### src/rtl/arcade_video_timing.sv
// arcade_video_timing
// Raster timing generator for arcade cores. Divides clk_video into a one-cycle
// pixel enable, runs the horizontal/vertical pixel counters and produces
// registered blank, sync and frame_start, all aligned with ce_pix.
//
// Optional feature macro: ARCADE_TIMING_ADJUST_EN
//   defined   - h_adj/v_adj are latched at the start of each frame and nudge
//               the HSync/VSync start position (clamped inside blanking).
//   undefined - adjust inputs are ignored; sync starts at the front-porch end.

module arcade_video_timing #(
    parameter  int unsigned CE_DIV   = 4,
    parameter  int unsigned H_ACTIVE = 256,
    parameter  int unsigned H_FP     = 8,
    parameter  int unsigned H_SYNC   = 32,
    parameter  int unsigned H_BP     = 88,
    parameter  int unsigned V_ACTIVE = 224,
    parameter  int unsigned V_FP     = 8,
    parameter  int unsigned V_SYNC   = 8,
    parameter  int unsigned V_BP     = 24,
    localparam int unsigned H_TOTAL  = H_ACTIVE + H_FP + H_SYNC + H_BP,
    localparam int unsigned V_TOTAL  = V_ACTIVE + V_FP + V_SYNC + V_BP,
    localparam int unsigned HW       = $clog2(H_TOTAL),
    localparam int unsigned VW       = $clog2(V_TOTAL)
) (
    input  logic          clk_video,
    input  logic          reset_n,
    input  logic [3:0]    h_adj,
    input  logic [3:0]    v_adj,
    output logic          ce_pix,
    output logic [HW-1:0] hcount,
    output logic [VW-1:0] vcount,
    output logic          HBlank,
    output logic          VBlank,
    output logic          HSync,
    output logic          VSync,
    output logic          frame_start
);

    localparam int unsigned DW  = $clog2(CE_DIV);
    localparam int unsigned HSW = HW + 1;
    localparam int unsigned VSW = VW + 1;

    // Divider and position
    logic [DW-1:0] div_q, div_d;
    logic [HW-1:0] h_q, h_d;
    logic [VW-1:0] v_q, v_d;
    logic          tick;
    logic          line_wrap;
    logic          frame_wrap;

    // Registered outputs
    logic ce_q, ce_d;
    logic hb_q, hb_d;
    logic vb_q, vb_d;
    logic hs_q, hs_d;
    logic vs_q, vs_d;
    logic fs_q, fs_d;

    // Sync placement
    logic signed [3:0]     h_off;
    logic signed [3:0]     v_off;
    logic signed [HSW-1:0] hs_raw;
    logic signed [VSW-1:0] vs_raw;
    logic [HSW-1:0]        hs_start;
    logic [HSW-1:0]        hs_end;
    logic [VSW-1:0]        vs_start;
    logic [VSW-1:0]        vs_end;

    assign tick       = (div_q == DW'(CE_DIV - 1));
    assign line_wrap  = (h_q == HW'(H_TOTAL - 1));
    assign frame_wrap = tick && line_wrap && (v_q == VW'(V_TOTAL - 1));

`ifdef ARCADE_TIMING_ADJUST_EN
    logic [3:0] h_adj_q, h_adj_d;
    logic [3:0] v_adj_q, v_adj_d;

    // Capture the adjust inputs only on the tick that lands on (0,0)
    always_comb begin
        h_adj_d = h_adj_q;
        v_adj_d = v_adj_q;
        if (frame_wrap) begin
            h_adj_d = h_adj;
            v_adj_d = v_adj;
        end
    end

    // Per-frame adjust latches
    always_ff @(posedge clk_video or negedge reset_n) begin
        if (!reset_n) begin
            h_adj_q <= '0;
            v_adj_q <= '0;
        end else begin
            h_adj_q <= h_adj_d;
            v_adj_q <= v_adj_d;
        end
    end

    assign h_off = $signed(h_adj_q);
    assign v_off = $signed(v_adj_q);
`else
    logic unused_adj;

    assign unused_adj = ^{h_adj, v_adj};
    assign h_off      = '0;
    assign v_off      = '0;
`endif

    // Sync start = nominal + signed offset, clamped so sync stays inside blanking.
    // The offset is sign-extended into a signed sum one bit wider than the counter.
    always_comb begin
        hs_raw = $signed(HSW'(H_ACTIVE + H_FP)) + HSW'(h_off);
        if (hs_raw < $signed(HSW'(H_ACTIVE))) begin
            hs_start = HSW'(H_ACTIVE);
        end else if (hs_raw > $signed(HSW'(H_TOTAL - H_SYNC))) begin
            hs_start = HSW'(H_TOTAL - H_SYNC);
        end else begin
            hs_start = $unsigned(hs_raw);
        end
        hs_end = hs_start + HSW'(H_SYNC);

        vs_raw = $signed(VSW'(V_ACTIVE + V_FP)) + VSW'(v_off);
        if (vs_raw < $signed(VSW'(V_ACTIVE))) begin
            vs_start = VSW'(V_ACTIVE);
        end else if (vs_raw > $signed(VSW'(V_TOTAL - V_SYNC))) begin
            vs_start = VSW'(V_TOTAL - V_SYNC);
        end else begin
            vs_start = $unsigned(vs_raw);
        end
        vs_end = vs_start + VSW'(V_SYNC);
    end

    // Next divider value and next raster position
    always_comb begin
        div_d = tick ? '0 : div_q + DW'(1);
        h_d   = h_q;
        v_d   = v_q;
        if (tick) begin
            if (line_wrap) begin
                h_d = '0;
                v_d = (v_q == VW'(V_TOTAL - 1)) ? '0 : v_q + VW'(1);
            end else begin
                h_d = h_q + HW'(1);
            end
        end
    end

    // Output decode from the new position, so outputs move with ce_pix
    always_comb begin
        ce_d = tick;
        fs_d = frame_wrap;
        hb_d = hb_q;
        vb_d = vb_q;
        hs_d = hs_q;
        vs_d = vs_q;
        if (tick) begin
            hb_d = (h_d >= HW'(H_ACTIVE));
            vb_d = (v_d >= VW'(V_ACTIVE));
            hs_d = (HSW'(h_d) >= hs_start) && (HSW'(h_d) < hs_end);
            if (line_wrap) begin
                vs_d = (VSW'(v_d) >= vs_start) && (VSW'(v_d) < vs_end);
            end
        end
    end

    // State and output registers
    always_ff @(posedge clk_video or negedge reset_n) begin
        if (!reset_n) begin
            div_q <= '0;
            h_q   <= '0;
            v_q   <= '0;
            ce_q  <= 1'b0;
            hb_q  <= 1'b0;
            vb_q  <= 1'b0;
            hs_q  <= 1'b0;
            vs_q  <= 1'b0;
            fs_q  <= 1'b0;
        end else begin
            div_q <= div_d;
            h_q   <= h_d;
            v_q   <= v_d;
            ce_q  <= ce_d;
            hb_q  <= hb_d;
            vb_q  <= vb_d;
            hs_q  <= hs_d;
            vs_q  <= vs_d;
            fs_q  <= fs_d;
        end
    end

    assign ce_pix      = ce_q;
    assign hcount      = h_q;
    assign vcount      = v_q;
    assign HBlank      = hb_q;
    assign VBlank      = vb_q;
    assign HSync       = hs_q;
    assign VSync       = vs_q;
    assign frame_start = fs_q;

endmodule

### config.mk
export PLATFORM = sky130hd
export DESIGN_NAME = arcade_video_timing
export DESIGN_NICKNAME = d
export VERILOG_FILES = /design/src/rtl/arcade_video_timing.sv
export SDC_FILE = /design/constraint.sdc
export NUM_CORES = 1
export LEC_CHECK = 0
export ABC_CLOCK_PERIOD_IN_PS = 2800
export BUFFER_PORTS_ARGS = -buffer_cell sky130_fd_sc_hd__buf_2
export CAP_MARGIN = 20
export CORE_MARGIN = 3
export CORE_UTILIZATION = 25
export DETAILED_ROUTE_END_ITERATION = 7
export SETUP_SLACK_MARGIN = 0.15
export SLEW_MARGIN = 25
export SYNTH_ARGS = -nofsm -noshare
export SYNTH_HDL_FRONTEND = slang
export SYNTH_SLANG_ARGS = --single-unit
### constraint.sdc
create_clock -name clk_video -period 2.8 [get_ports clk_video]
set_clock_uncertainty 0.15 [all_clocks]
set_input_delay 0 -clock clk_video [delete_from_list [all_inputs] [get_ports clk_video]]
set_output_delay 0 -clock clk_video [all_outputs]
set_load 0.05 [all_outputs]
==> impl_summary.md, run 1 <==
Outcome
The run finished with clean final reports.

GRT
The number of global-route vias before repair is 1028. The first-pass GRT wire length is 5090 um. The all-layer global routing usage is 0.102. Entering global routing, the biggest net connects 27 pins. The total congestion overflow is 0.

The initial antenna violation count is 0.

Synth
In this run, synthesis inferred 0 flip-flops with an integrated enable. Of the total synthesized cell area, the portion taken by full adders, half adders and majority gates is 0.0274. Of the total synthesized cell area, the portion taken by AND, OR, NAND and NOR gates is 0.276. The total of flip-flops plus latches after synthesis is 26.

In the synthesized netlist the dominant register cell turns out to be sky130_fd_sc_hd__dfrtp_1. Measured against the total synthesized area, the mux share comes to 0.0237. The number of different library cells used by synthesis comes to 35. The number of standard cells after synthesis is 136. The fraction of registers with async set/reset is 1.00.

Of the synthesized area, sequential elements account for 0.475. The cell area after synthesis is 1370 um2. The combinational family with the most area after synthesis is simple AND/OR/NAND/NOR gates. The mean cell area of the mapped netlist is 10.1 um2. The xor/xnor share of the synthesized area is 0.0831. The total of warnings raised by yosys is 0. The post-synth net total is 149. The share of the synthesized area in compound gates (AO/OA/AOI/OAI) is 0.0950.

CTS
The clock latency reported for the late side of the worst-skew pair is 0.27 ns. The number of CTS-inserted buffers is 3. Once the clock tree was built, the setup fixing pass inserted 0 buffers.

The clock root buffer master is sky130_fd_sc_hd__clkbuf_8. TritonCTS built the clock tree. Post-CTS repair changed the size of 0 cells. The clock-pin slew reported for the worst setup and hold paths after clock tree synthesis is 0.09 ns.

No sink is reached through more buffers than the 2 on the longest clock path. The clock drives 26 sinks. The total number of H-tree levels is 1.

Cells and area
The diode insertion count for antenna repair is 0. The layout has 565 filler cells. Measured on the finished design, the core utilization comes to 0.315.

The library cells used most frequently in the layout, excluding fill and tap cells, are sky130_fd_sc_hd__buf_2, sky130_fd_sc_hd__dfrtp_1, sky130_fd_sc_hd__nand2_1, sky130_fd_sc_hd__nor2_1, sky130_fd_sc_hd__a21oi_1. Of the cells placed in the final design, the portion with a size suffix greater than 1 is 0.244. The layout-stage area growth over the synthesis result is 19.6%. At the end of the flow, the number of nets in the layout was 178. Leaving out fill and tap cells, the most frequent cell in the layout is sky130_fd_sc_hd__buf_2.

Worst setup path
The slowest library cell on the worst path is sky130_fd_sc_hd__or4_4. The worst register-to-register path begins at hcount[3]. The largest single stage delay on the critical path is 0.58 ns. The worst register-to-register path has a depth of 6. In this run the critical register-to-register path is captured at VSync.

Data on the critical path arrives at its endpoint at 2.46 ns. The worst setup slack for register-to-register paths is 0.39 ns. The critical path capture point is VSync. The origin of the worst setup path is hcount[3]. The signal on the critical path passes through nand4_4 > or4_4 > nor2_1 > xor2_1 > or4b_1 > o21ai_1.

STA classifies the critical path endpoint as a register. The data required time at the worst endpoint is 2.85 ns. The kind of launch point of the worst setup path is a register. The critical setup path kind is register to register. The largest fanout on the critical path is 9.

Drt
Dividing the detail-routed via count by the number of cells gives 4.73. The first detailed-routing pass took 4 iterations. After detailed routing, the met3 layer carries 147 um of wire.

Dividing the detail-routed wire length by the instance count gives 13.0 um. The highest layer touched by signal routing is met4. The residual DRC count is 0. The total length of routed wires is 3040 um.

The met2 layer wire length in the routed design is 1380 um. The post-detailed-route count of antenna-violating nets is 0. The length of routed wiring on met1 is 1490 um. After the first detailed-routing iteration, the DRC count stood at 54. For this block, the via count after detailed routing is 1106.

Power and ir drop
The worst-case IR drop observed on VDD is 0.194 mV. The standby leakage power is 0.799 nW. After layout, the design draws a total of 0.000600 W. The power density of the placed cells is 366 nW/um2.

Min path
The min-delay analysis places its worst path in the category primary input to async pin.

Place
The HPWL after detailed placement is 2240 um. OpenSTA, run right after detailed placement, puts the worst setup slack at 0.409 ns. The total of buffers placed on input and output ports is 25. The weighted congestion reported at the end of routability-driven placement is 0.761.

Die
In this run the count of I/O pins placed on the die edge is 34. The area enclosed by the die boundary is 6400 um2. The total core area is 5200 um2. For this configuration, the core starts out at a cell density of 0.263. The die is 80.0 um tall.

The number of cell rows is 26. The die is 80.0 um wide.

STA
The final count of pins violating max slew is 0. The final-report hold violation count is 0. Adding up every negative setup slack in the final design gives 0 ns. The setup slack of the critical path after layout is 0.394 ns. The actual transition at the worst max-transition pin is 0.582 ns. The final number of setup-violating endpoints is 0. Setup repair after global routing left no endpoint under its margin.

In the finished design, the share of the clock period the worst path needs comes to 0.859. Across all hold checks on the routed design, the worst slack comes to 0.116 ns. The peak clock frequency supported by timing is 416 MHz. The worst path needs 2.41 ns of the cycle, external delays included.

Headroom to the max-slew limit came out at 0.612.

Flow run
The max-capacitance violation count is 0.
cell families (layout without fill, tap and decap cells):
group,count (synthesis),in the layout
compound gates,23,23
xor+xnor,13,13
simple gates,62,62
flops,26,26
mux,3,3
buf+inv,6,34
fa+ha+maj,3,3
where the power goes:
group	switching [W]	internal (W)	total (W)
sequential	0	0.000375	0.000375
combinational	0.00000721	0.00000141	0.00000862
clock	0.000114	0.000102	0.000216
total	0.000121	0.000478	0.000600
per-stage QoR:
stage / area [um2] / std cells
2_1_floorplan: 1370 / 136
3_3_place_gp: 1580 / 229
3_5_place_dp: 1580 / 229
4_1_cts: 1640 / 234
5_1_grt: 1640 / 234
6_report: 1640 / 234
area by class of cell:
cell class	count	area, um2	share of cell area
flip-flops and latches	26	653	0.398
multi-input cells	104	692	0.422
well taps	70	87.6	0.0534
inverters	1	3.75	0.00229
clock buffers	4	45.0	0.0275
repair buffers	29	158	0.0962
worst min-delay path by stage:
stage,from,end,slack (ns),cells after the start
floorplan,reset_n,HBlank,-0.45,0
global placement,reset_n,VSync,-0.11,1
global route,reset_n,VSync,0.18,2
detailed placement,reset_n,VSync,-0.11,1
finish,reset_n,VSync,0.12,2
CTS,reset_n,VSync,0.14,2
worst max-delay path: cells and delay by family, from the launching register on:
| kind | cells | cell delay (ns) |
|---|---|---|
| flip-flops | 1 | 0.56 |
| AO/OA/AOI/OAI | 1 | 0.12 |
| AND/OR/NAND/NOR | 4 | 1.43 |
| XOR/XNOR | 1 | 0.09 |
layer usage:
metal / vias to the layer above / track usage
met5: - / 0
met4: 0 / 0.0203
met3: 4 / 0.0293
met2: 24 / 0.161
met1: 529 / 0.138
li1: 549 / -
synthesized netlist by cell type (all sizes together) (4+ instances only):
cell type	n	area share
a21oi	10	0.037
buf	4	0.015
dfrtp	26	0.47
nand2	14	0.038
nand3	6	0.022
nand4	9	0.052
nor2	13	0.036
o21ai	8	0.029
xnor2	6	0.038
xor2	7	0.045
sequential cells by signal, summed over array words and instances, names as in the netlist:
name,flops
frame_start,1
vcount,9
HBlank,1
VBlank,1
HSync,1
div_q,2
ce_pix,1
VSync,1
hcount,9
repair_timing:
item                                    in CTS  in global routing
hold buffers                                 1                  0
endpoints found under the hold margin       26                  0
endpoints found under the setup margin       0                  0
(Power assumes the default switching activity.)
==> run 2: changes to the inputs <==
Settings changed: REMOVE_ABC_BUFFERS set to 1.
==> run 2 against run 1 <==
Against the previous run: hold slack got worse by 0.0070 ns; register-to-register slack worse by 0.02 ns; global-route usage shrank 0.31 points; power grew 4.1%; non-clock buffer count rose by 1; maximum frequency down 0.97%; setup slack worse by 0.024 ns; sequential power hardly changed.
==> impl_summary.md, run 2 (synthesis gave the netlist of run 1 again) <==
Outcome
The flow ran to the end, and the final reports show no timing, DRC or antenna violations.

STA
The final-report hold violation count was 0 (unchanged). The tightest slew margin relative to the limit is 0.612 (about the same). The final count of pins violating max slew was 0 (unchanged).

The final critical-path required period came to 2.43 ns (+0.0236 ns). The setup TNS after final layout is 0 ns (unchanged). The final number of setup-violating endpoints came to 0 (unchanged).

The peak clock frequency supported by timing was 412 MHz (-0.97%). Setup repair after global routing left no endpoint under its margin. The actual transition at the worst max-transition pin was 0.583 ns (+0.000322 ns). The share of the clock period used by the worst path after layout came to 0.868 (+0.00842).

Worst setup path
STA classifies the critical path endpoint as a register. The critical setup path kind is register to register. The dominant delay contributor by cell family on the critical path is simple AND/OR/NAND/NOR gates. The number of buffers and inverters on the critical path is 0 (unchanged). The delay contributed by the slowest stage of the critical path is 0.47 ns (-0.11 ns).

The data required time at the worst endpoint is 2.85 ns (about the same). The largest fanout on the critical path is 8 (-1). The slowest stage of the critical path is the sky130_fd_sc_hd__dfrtp_1 cell. The data arrival time of the critical path was 2.48 ns (+0.02 ns). Traced cell by cell, the critical path runs through ha_1 > nand3_1 > nor4_1 > a21oi_1 > nor3_2 > or4b_1 > o21ai_1.

The kind of launch point of the worst setup path is a register.

Die
The total core area is 5200 um2 (unchanged). The die height is 80.0 um (unchanged). The effective utilization at floorplan is 0.263 (unchanged).

The I/O pin count was 34 (unchanged). The number of cell rows was 26 (unchanged). The area enclosed by the die boundary was 6400 um2 (unchanged). The die outline width is 80.0 um (unchanged).

Place
The placed instance area was 1590 um2 (+0.32%). The total of buffers placed on input and output ports is 25 (unchanged). The weighted congestion reported at the end of routability-driven placement is 0.822 (+8.1%). The total half-perimeter wirelength after legalization and detailed placement came to 2220 um (-0.96%).

Power and ir drop
The largest voltage drop on the vdd net is 0.272 mV (+40%). The power density of the placed cells is 377 nW/um2 (+3.2%). The standby leakage power is 0.814 nW (+1.9%).

Cells and area
The register cell area after layout is 651 um2 (-0.38%). The library cell used most frequently in the layout, excluding fill and tap cells, is sky130_fd_sc_hd__dfrtp_1. The layout cell share with drive strength beyond 1 came to 0.242 (-0.00148). The post-route cell area is 1650 um2 (+0.92%). The area of the multi-input gates is 692 um2 (unchanged). The net count reported at finish is 179 (+0.56%). In the layout the commonest cells are sky130_fd_sc_hd__dfrtp_1, sky130_fd_sc_hd__buf_2, sky130_fd_sc_hd__nand2_1, sky130_fd_sc_hd__nor2_1, sky130_fd_sc_hd__a21oi_1. The layout filler cell count was 565 (unchanged). The diode insertion count for antenna repair is 0 (unchanged). The layout-stage area growth over the synthesis result is 20.7%.

GRT
The number of global-route vias before repair is 1009 (-1.8%). The pin count of the biggest net entering global routing is 27 (unchanged). The total congestion overflow is 0 (unchanged). The first-pass GRT wire length is 5020 um (-1.2%). The initial antenna violation count is 0 (unchanged).

The all-layer global routing usage is 0.0986 (-0.00314).

CTS
The CTS tree is built. The maximum number of buffers from clock root to sink is 2 (unchanged). The clock latency reported for the late side of the worst-skew pair came to 0.27 ns (about the same). The clock-pin slew reported for the worst setup and hold paths after clock tree synthesis is 0.09 ns (about the same). The number of CTS-inserted buffers was 3 (unchanged). The total number of H-tree levels came to 1 (unchanged).

The tree is rooted in a sky130_fd_sc_hd__clkbuf_8. The sink count of the clock tree came to 26 (unchanged). The post-cts sizing count came to 0 (unchanged).

Drt
The mean number of vias per cell is 4.73 (+0.11%). The average detailed-routed wire length per instance is 13.1 um (+0.56%). The post-detailed-route count of antenna-violating nets is 0 (unchanged). The total number of vias came to 1112 (+0.54%). The total length of routed wires was 3070 um (+0.99%). The residual DRC count is 0 (unchanged). The number of design-rule violations left by the first detailed-router iteration is 58 (+7.4%).

The number of search-and-repair iterations in the first detailed-routing pass is 4 (unchanged).

Flow run
The max-capacitance violation count is 0 (unchanged).

Min path
The worst hold path belongs to the class primary input to async pin.
## run 2: changes by cell type in the layout (fill, tap and decap cells not counted)
cell,before,now
sky130_fd_sc_hd__clkbuf_8,3,4
sky130_fd_sc_hd__dfrtp_1,24,26
sky130_fd_sc_hd__clkbuf_1,1,0
sky130_fd_sc_hd__buf_4,3,4
sky130_fd_sc_hd__dfrtp_2,2,0
## run 2: metrics by stage
step	setup slack (ns)	hold slack, ns	std cells	power, W	utilization
6_report	0.371	0.109	235	0.000624	0.318
5_1_grt	0.165	0.176	235	0.000660	0.318
4_1_cts	0.368	0.133	235	0.000640	0.318
3_5_place_dp	0.389	-0.103	230	0.000391	0.305
3_3_place_gp	0.409	-0.114	230	0.000391	0.305
2_1_floorplan	0.0692	-0.446	131	0.000383	-
## run 2: area by class of cell
| type | count | share of cell area |
|---|---|---|
| Multi-Input combinational cell | 104 | 0.418 |
| Timing Repair Buffer | 30 | 0.0998 |
| Sequential cell | 26 | 0.393 |
| Inverter | 1 | 0.00227 |
| Tap cell | 70 | 0.0529 |
| Clock buffer | 4 | 0.0333 |
## run 2: per-layer routing
metal	GRT usage	wire, um	vias up	share of wire
met3	0.0316	150	2	0.049
met2	0.147	1350	29	0.44
li1	-	-	555	-
met5	0	0	-	0
met1	0.140	1550	526	0.51
met4	0.0169	10	0	0.0033
## run 2: final timing paths
path / startpoint / to / slack, ns / cells after the start
setup reg to reg: vcount[0] / VSync / 0.37 / 7
min in group clk_video: div_q[0] / div_q[0] / 0.28 / 1
setup / recovery: vcount[0] / VSync / 0.37 / 7
hold / removal: reset_n / vcount[7] / 0.11 / 2
max in group asynchronous: reset_n / hcount[4] / 2.01 / 2
hold reg to reg: div_q[0] / div_q[0] / 0.28 / 1
## run 2: power breakdown
part	switching (W)	internal (W)	total, W
sequential	0	0.000375	0.000375
combinational	0.00000718	0.00000140	0.00000859
clock	0.000115	0.000126	0.000240
total	0.000122	0.000502	0.000624
## run 2: timing repair
item	4_1_cts	5_1_grt
hold buffers	1	0
endpoints found under the setup margin	0	0
hold endpoints to repair	26	0
buffers inserted	0	0
## run 2: worst reg2reg max path: stages (launching register included)
cell and delay, ns:
sky130_fd_sc_hd__dfrtp_1 0.47, sky130_fd_sc_hd__ha_1 0.34, sky130_fd_sc_hd__nand3_1 0.14, sky130_fd_sc_hd__nor4_1 0.36, sky130_fd_sc_hd__a21oi_1 0.15, sky130_fd_sc_hd__nor3_2 0.19, sky130_fd_sc_hd__or4b_1 0.44, sky130_fd_sc_hd__o21ai_1 0.12
